$ cat src/rtl/control_fsm.sv
// Multicycle control unit: sequences fetch/decode/execute/memory/writeback
// for the shared datapath and handshakes with the unified memory port.
module control_fsm #(
   parameter int unsigned STATE_W = 4
) (
   input  logic               clk,
   input  logic               reset_n,
   input  logic [6:0]         opcode,
   input  logic [2:0]         funct3,
   input  logic [6:0]         funct7,
   input  logic               alu_zero,
   input  logic               alu_lt,
   input  logic               mem_ready,
   output logic               mem_req,
   output logic               mem_we,
   output logic               ir_write,
   output logic               pc_write,
   output logic [1:0]         pc_sel,
   output logic               reg_write,
   output logic [1:0]         wb_sel,
   output logic [1:0]         alu_src_a,
   output logic [1:0]         alu_src_b,
   output logic [3:0]         alu_op,
   output logic               halted,
   output logic               illegal,
   output logic [STATE_W-1:0] state
);

   typedef enum logic [3:0] {
      S_IDLE     = 4'd0,
      S_FETCH    = 4'd1,
      S_DECODE   = 4'd2,
      S_EXEC_R   = 4'd3,
      S_EXEC_I   = 4'd4,
      S_MEM_ADDR = 4'd5,
      S_MEM_RD   = 4'd6,
      S_MEM_WB   = 4'd7,
      S_MEM_WR   = 4'd8,
      S_BRANCH   = 4'd9,
      S_JAL      = 4'd10,
      S_JALR     = 4'd11,
      S_LUI      = 4'd12,
      S_WB_ALU   = 4'd13,
      S_HALT     = 4'd14
   } state_t;

   localparam logic [6:0] OP_R      = 7'b0110011;
   localparam logic [6:0] OP_I      = 7'b0010011;
   localparam logic [6:0] OP_LOAD   = 7'b0000011;
   localparam logic [6:0] OP_STORE  = 7'b0100011;
   localparam logic [6:0] OP_BRANCH = 7'b1100011;
   localparam logic [6:0] OP_JAL    = 7'b1101111;
   localparam logic [6:0] OP_JALR   = 7'b1100111;
   localparam logic [6:0] OP_LUI    = 7'b0110111;
   localparam logic [6:0] OP_SYSTEM = 7'b1110011;

   localparam logic [3:0] ALU_ADD = 4'd0;
   localparam logic [3:0] ALU_SUB = 4'd1;
   localparam logic [3:0] ALU_SLL = 4'd2;
   localparam logic [3:0] ALU_SLT = 4'd3;
   localparam logic [3:0] ALU_SRL = 4'd4;
   localparam logic [3:0] ALU_SRA = 4'd5;
   localparam logic [3:0] ALU_AND = 4'd6;

   state_t r_state;
   state_t w_next;
   logic   r_started;
   logic   r_illegal;
   logic   w_bad_op;
   logic   w_alt_r;
   logic   w_alt_i;
   logic   w_taken;

   function automatic logic [3:0] f_alu_op(input logic [2:0] f3, input logic alt);
      case (f3)
         3'b000:  f_alu_op = alt ? ALU_SUB : ALU_ADD;
         3'b001:  f_alu_op = ALU_SLL;
         3'b010:  f_alu_op = ALU_SLT;
         3'b101:  f_alu_op = alt ? ALU_SRA : ALU_SRL;
         3'b111:  f_alu_op = ALU_AND;
         default: f_alu_op = ALU_ADD;
      endcase
   endfunction

   assign w_alt_r = (funct7 == 7'b0100000);
   assign w_alt_i = (funct3 == 3'b101) && w_alt_r;

   always_comb begin
      case (funct3)
         3'b000:  w_taken = alu_zero;
         3'b001:  w_taken = !alu_zero;
         3'b100:  w_taken = alu_lt;
         3'b101:  w_taken = !alu_lt;
         default: w_taken = 1'b0;
      endcase
   end

   // r_started holds IDLE for one extra edge so the first FETCH lands on
   // the second rising edge after reset release.
   always_ff @(posedge clk or negedge reset_n) begin
      if (!reset_n) begin
         r_state   <= S_IDLE;
         r_started <= 1'b0;
         r_illegal <= 1'b0;
      end else begin
         r_state   <= w_next;
         r_started <= 1'b1;
         if (r_state == S_DECODE && w_bad_op)
            r_illegal <= 1'b1;
      end
   end

   always_comb begin
      w_next   = r_state;
      w_bad_op = 1'b0;
      case (r_state)
         S_IDLE:     w_next = r_started ? S_FETCH : S_IDLE;
         S_FETCH:    w_next = mem_ready ? S_DECODE : S_FETCH;
         S_DECODE: begin
            case (opcode)
               OP_R:               w_next = S_EXEC_R;
               OP_I:               w_next = S_EXEC_I;
               OP_LOAD, OP_STORE:  w_next = S_MEM_ADDR;
               OP_BRANCH:          w_next = S_BRANCH;
               OP_JAL:             w_next = S_JAL;
               OP_JALR:            w_next = S_JALR;
               OP_LUI:             w_next = S_LUI;
               OP_SYSTEM:          w_next = S_HALT;
               default: begin
                  w_next   = S_HALT;
                  w_bad_op = 1'b1;
               end
            endcase
         end
         S_EXEC_R, S_EXEC_I:  w_next = S_WB_ALU;
         S_MEM_ADDR: w_next = (opcode == OP_LOAD) ? S_MEM_RD : S_MEM_WR;
         S_MEM_RD:   w_next = mem_ready ? S_MEM_WB : S_MEM_RD;
         S_MEM_WR:   w_next = mem_ready ? S_FETCH : S_MEM_WR;
         S_MEM_WB, S_BRANCH, S_JAL, S_JALR, S_LUI, S_WB_ALU: w_next = S_FETCH;
         S_HALT:     w_next = S_HALT;
         default:    w_next = S_IDLE;
      endcase
   end

   always_comb begin
      mem_req   = 1'b0;
      mem_we    = 1'b0;
      ir_write  = 1'b0;
      pc_write  = 1'b0;
      pc_sel    = 2'd0;
      reg_write = 1'b0;
      wb_sel    = 2'd0;
      alu_src_a = 2'd0;
      alu_src_b = 2'd0;
      alu_op    = ALU_ADD;
      halted    = 1'b0;
      case (r_state)
         S_FETCH: begin
            mem_req   = 1'b1;
            alu_src_b = 2'd2;
            ir_write  = mem_ready;
            pc_write  = mem_ready;
         end
         S_DECODE: begin
            alu_src_a = 2'd1;
            alu_src_b = 2'd1;
         end
         S_EXEC_R: begin
            alu_src_a = 2'd2;
            alu_op    = f_alu_op(funct3, w_alt_r);
         end
         S_EXEC_I: begin
            alu_src_a = 2'd2;
            alu_src_b = 2'd1;
            alu_op    = f_alu_op(funct3, w_alt_i);
         end
         S_WB_ALU:   reg_write = 1'b1;
         S_MEM_ADDR: begin
            alu_src_a = 2'd2;
            alu_src_b = 2'd1;
         end
         S_MEM_RD:   mem_req = 1'b1;
         S_MEM_WB: begin
            reg_write = 1'b1;
            wb_sel    = 2'd1;
         end
         S_MEM_WR: begin
            mem_req = 1'b1;
            mem_we  = 1'b1;
         end
         S_BRANCH: begin
            alu_src_a = 2'd2;
            alu_op    = ALU_SUB;
            pc_write  = w_taken;
            pc_sel    = 2'd1;
         end
         S_JAL: begin
            reg_write = 1'b1;
            wb_sel    = 2'd2;
            pc_write  = 1'b1;
            pc_sel    = 2'd1;
         end
         S_JALR: begin
            alu_src_a = 2'd2;
            alu_src_b = 2'd1;
            pc_write  = 1'b1;
            pc_sel    = 2'd2;
            reg_write = 1'b1;
            wb_sel    = 2'd2;
         end
         S_LUI: begin
            reg_write = 1'b1;
            wb_sel    = 2'd3;
         end
         S_HALT:     halted = 1'b1;
         default: ;
      endcase
   end

   assign illegal = r_illegal;
   assign state   = STATE_W'(r_state);

endmodule

$ cat config.mk
export PLATFORM = sky130hd
export DESIGN_NAME = control_fsm
export DESIGN_NICKNAME = d
export VERILOG_FILES = /design/src/rtl/control_fsm.sv
export SDC_FILE = /design/constraint.sdc
export NUM_CORES = 1
export LEC_CHECK = 0
export ABC_AREA = 1
export CAP_MARGIN = 20
export CELL_PAD_IN_SITES_DETAIL_PLACEMENT = 0
export CELL_PAD_IN_SITES_GLOBAL_PLACEMENT = 1
export CORE_MARGIN = 2
export CORE_UTILIZATION = 24
export CTS_BUF_LIST = sky130_fd_sc_hd__clkbuf_2 sky130_fd_sc_hd__clkbuf_4 sky130_fd_sc_hd__clkbuf_8
export CTS_CLUSTER_SIZE = 25
export DETAILED_ROUTE_END_ITERATION = 16
export PLACE_DENSITY = 0.92
export SYNTH_ARGS = -nofsm -noshare
export SYNTH_HDL_FRONTEND = slang
export SYNTH_SLANG_ARGS = --single-unit
$ cat constraint.sdc
create_clock -name clk -period 1.4 [get_ports clk]
set_input_delay 0.28 -clock clk [delete_from_list [all_inputs] [get_ports clk]]
set_output_delay 0.28 -clock clk [all_outputs]
set_load 0.02 [all_outputs]
# After elaboration in Yosys (flattened, before gate mapping)
# Cells that the tools add are included.
dict set report op_classes {
  n_mux 27
  n_reduce_logical 16
  n_eq_ne 29
}
# op count
set op_table {}
lappend op_table {{one-hot mux 4 bit (9 select lines)} 1}
lappend op_table {{one-hot mux 3 bit (5 select lines)} 2}
lappend op_table {{equality test 4 bit, second input constant} 7}
lappend op_table {{equality test 7 x 6 -> 1 bit, second input constant} 4}
lappend op_table {{equality test 7 bit, second input constant} 4}
lappend op_table {{one-hot mux 4 bit (7 select lines)} 1}
lappend op_table {{equality test 4 x 3 -> 1 bit, second input constant} 4}
lappend op_table {{2-to-1 mux 1 bit} 13}
lappend op_table {{one-hot mux 2 bit (2 select lines)} 3}
lappend op_table {{OR reduction 5 bit} 2}
lappend op_table {{equality test 3 bit, second input constant} 3}
lappend op_table {{one-hot mux 3 bit (3 select lines)} 1}
lappend op_table {{OR reduction 9 bit} 1}
lappend op_table {{equality test 4 x 2 -> 1 bit, second input constant} 2}
lappend op_table {{2-to-1 mux 4 bit} 2}
lappend op_table {{OR reduction 2 bit} 4}
lappend op_table {{equality test 7 x 2 -> 1 bit, second input constant} 1}
lappend op_table {{equality test 7 x 5 -> 1 bit, second input constant} 1}
lappend op_table {{one-hot mux 2 bit (3 select lines)} 1}
lappend op_table {{OR reduction 6 bit} 1}
lappend op_table {{equality test 4 x 1 -> 1 bit, second input constant} 1}
lappend op_table {{logical NOT 4 bit} 1}
lappend op_table {{one-hot mux 1 bit (4 select lines)} 1}
lappend op_table {{OR reduction 4 bit} 1}
lappend op_table {{other kinds (8)} 10}
dict set report word_totals {
  register_bits 6
  out_inout_bits 23
  wordCells 75
}

# Longest topological paths before layout
dict set report logic_depth {
  depth_word 5
  ltp_mapped 8
  mapped_depth_nobuf 8
}

# Worst setup path before layout
# OpenSTA, ideal clock, no wires.
dict set report synth_timing {
  kind {register -> output}
  startpoint {register r_state[2], in the netlist state[2]}
  endpoint {output port pc_write}
  setup_slack_ns -0.284
  n_path_buf 0
  path_stages_with_launch 7
  arrival_ns 1.404
  path_cell_list {dfrtp_1 > nor2_2 > inv_2 > nor2_4 > inv_2 > nor2_4 > nand3b_1}
}
dict set report synth_via {
  elab_chain_len 3
  word_cells_on_any_way 6
  classes_between {eq/ne: 4; mux: 1; reduce/logical: 1}
}
# item line
set synth_rtl {}
lappend synth_rtl {{from (decl)} 65} ;# state_t r_state;
lappend synth_rtl {{from (signal assigned)} 106} ;# r_state <= w_next;
lappend synth_rtl {{equality test 4 bit} 157} ;# case (r_state)
lappend synth_rtl {{OR reduction 2 bit (no source line)} n/a}
lappend synth_rtl {{one-hot mux 1 bit (3 select lines) (*)} 157}
lappend synth_rtl {{to (decl)} 17} ;# output logic pc_write,
# Every way passes the cells marked *; elsewhere a longest branch is shown, timed or not.

# Worst setup path after layout
dict set report layout_timing {
  startpoint {register r_state[2], in the netlist state[2]}
  endpoint {output port alu_src_a[1]}
}
dict set report layout_via {
  elab_chain_len 3
  word_cells_on_any_way 8
  classes_between {eq/ne: 6; mux: 1; reduce/logical: 1}
}
# item line
set layout_rtl {}
lappend layout_rtl {{equality test 4 x 3 -> 1 bit, or another cell as far along} 157}
lappend layout_rtl {{OR reduction 5 bit (no source line)} n/a}
lappend layout_rtl {{one-hot mux 2 bit (2 select lines) (*)} 157}
lappend layout_rtl {{to (decl)} 21} ;# output logic [1:0] alu_src_a,
# Marked as above.

==> impl_metrics.yaml <==
sta:
  grt_setup_unrepaired: "true"
  worst_slack_ns: -0.344
  period_minus_slack_ns: 1.74
  setup_viol: 18
  whs_ns: 0.282
  fmax_ghz: 0.573
  fin_crit_sh: 1.25
  finClkSkew_ns: 0.00124
  drv_slew: 0
  hold_viol_final: 0
detailed_routing:
  drtIter0Drc: 47
  vias: 1114
  drt.antenna.violating_nets: 0
  wirelength_um: 2790
  first_pass_iters: 4
  viasPerCell: 4.32
  wire_per_inst_um: 10.8
  route.detailed.drc: 0
yosys:
  yosys_warnings: 0
  synth_edf_count: 0
  syn_avg_cell_area_um2: 5.66
  synth_nets: 159
  syn-cell-area_um2: 776
  synth.distinct_cells: 24
  ys.flop_type: "dfrtp_1"
  synth_top_area_frac: 0.198
  ys_ff_latch: 6
  yosys-top-cells-area: "nand2_1, dfrtp_1, nor2_1, nand3_1, nor2_4"
  ys_seq_area_frac: 0.194
  synthCells: 137
  synth_top_cell_by_area: "nand2_1"
  async_reset_ff_frac: 1.00
setup_path:
  cp_cell_sequence: "buf_4, inv_4, nor2_2, nand2_2, nand2_2, nor2_4, nand2_2, buf_2"
  slowest_stage: "dfrtp_2"
  r2r_slack_ns: -0.01
  cp_max_fo: 4
  r2r-start: "state[2]"
  cp_common_cell: "nand2_2"
  reg2regPathDepth: 8
  critPathKind: "flop to output port"
  slowest_delay_ns: 0.44
  arrival_ns: 1.46
  worstSetupEndpointType: "output port"
  cp.required_ns: 1.12
  r2r-end: "state[3]"
  cp-start-kind: "flop"
global_routing:
  grt_pass1_wl_um: 4090
  antenna_found_initial: 0
  grt_usage: 0.143
  grt_pass1_vias: 1042
  grt-ovfl-total: 0
  grt_max_degree: 7
placement:
  dpl_worst_slack_ns: -0.891
  portBuffers: 43
  dpl.hpwl_um: 2140
  place_congestion: 0.790
  placed_cells: 253
clock_network:
  path_clk_slew_ns: 0.05
  cts_hold_buf: 0
  clk_latency_ns: 0.24
  cts_htree_levels: 1
  cts-root-buf: "clkbuf_4"
  cts_tree: "yes"
  numCtsBuffers: 3
  clock-sinks: 6
  max-clock-path-buffers: 2
final_layout:
  final_cell_mix: "buf_4, nand2_1, buf_6"
  regArea_um2: 155
  multi_input_area_um2: 719
  layout-drive-gt1-share: 0.528
  final_nets: 238
  final_common_cell: "buf_4"
  num-fill-cells: 325
  antenna_cells: 0
  final_cells: 258
  post-route-util: 0.569
  synthToLayoutAreaGrowth_pct: 124
power_and_ir_drop:
  switching_share: 0.488
  power.leakage_uw: 0.000901
  power_density_nw_per_um2: 1720
  power_frac_comb: 0.827
  total_power_uw: 2980
  p_int_uw: 1530
  vdd_drop_max_mv: 0.927
  p_sw_uw: 1460
  pwr-share-clk: 0.053
  seqPwrFrac: 0.119
die:
  die_area_um2: 3700
  num_rows: 20
  die_h_um: 60.9
  core-area_um2: 3050
  floorplan.initialDensity: 0.254
  ios: 45
  die_width_um: 60.9
status:
  violations: "setup timing"
  status: "finished with violations"
flow_run:
  max_cap_viol_count: 0
min_path:
  hold_path_class: "primary input to asynchronous set/reset pin"
[worst max path at each step]
stage               slack, ns       from            to
detailed placement      -0.89  funct3[0]     alu_op[0]
finish                  -0.34   state[2]  alu_src_a[1]
global route            -0.41   state[2]      pc_write
global placement        -0.85  funct3[0]     alu_op[0]
floorplan               -0.22   state[2]      pc_write
CTS                     -0.36   state[3]     alu_op[0]
[state kept, by name, indices dropped and copies added (netlist names)]
signal	count
state	4
illegal	1
r_started	1
[layer usage]
layer / GRT usage / up-vias / share of wire
met5: 0 / - / 0
li1: - / 582 / -
met3: 0.0235 / 2 / 0.077
met1: 0.159 / 492 / 0.39
met4: 0.0280 / 0 / 0.0036
met2: 0.283 / 38 / 0.53
[Yosys cell counts (2+ instances only)]
cell      count
conb_1        2
dfrtp_1       6
inv_1        13
inv_2         9
nand2_1      41
nand2_2       2
nand3_1      14
nand3b_1      3
nand4_1       2
nor2_1       20
nor2_2        4
nor2_4        5
nor3b_1       2
o21ai_0       3
o21ai_1       2
[cells by family after synthesis]
| group | count (synthesis) | share of synthesized area |
|---|---|---|
| DFF | 6 | 0.194 |
| and+or+nand+nor | 97 | 0.606 |
| buffers and inverters | 23 | 0.116 |
| other | 2 | 0.00968 |
| AOI/OAI and AO/OA | 9 | 0.0742 |
[worst max-delay path, delay by kind of cell (launching register included)]
| family | cells | cell delay [ns] |
|---|---|---|
| buf+inv | 3 | 0.36 |
| flops | 1 | 0.44 |
| simple gates | 5 | 0.42 |
[power groups by stage]
stage	clock network, µW	registers [µW]	logic, µW
detailed placement	0	344	2030
finish	159	356	2470
floorplan	0	432	935
global route	166	363	2630
CTS	164	358	2200
global placement	0	346	2030
[cell type report]
cell class                 count  area share
tap                           44      0.0317
multi-input combinational    108       0.414
inverter                      22      0.0490
timing repair buffer          75       0.403
clock buffer                   3      0.0130
sequential                     6      0.0893
[per-stage QoR]
stage	TNS [ns]	cell area, µm²
detailed placement	-9.08	1510
finish	-3.84	1740
CTS	-4.22	1630
global route	-4.87	1740
floorplan	-0.359	811
global placement	-9.01	1510
[what timing repair did]
item                                    in CTS  in global routing
setup buffers                                1                  3
gates resized for setup                    132                 31
gates cloned                                 0                  0
endpoints found under the setup margin      22                 23
pin swaps                                    6                 11
Power figures use the tool's default switching activity.
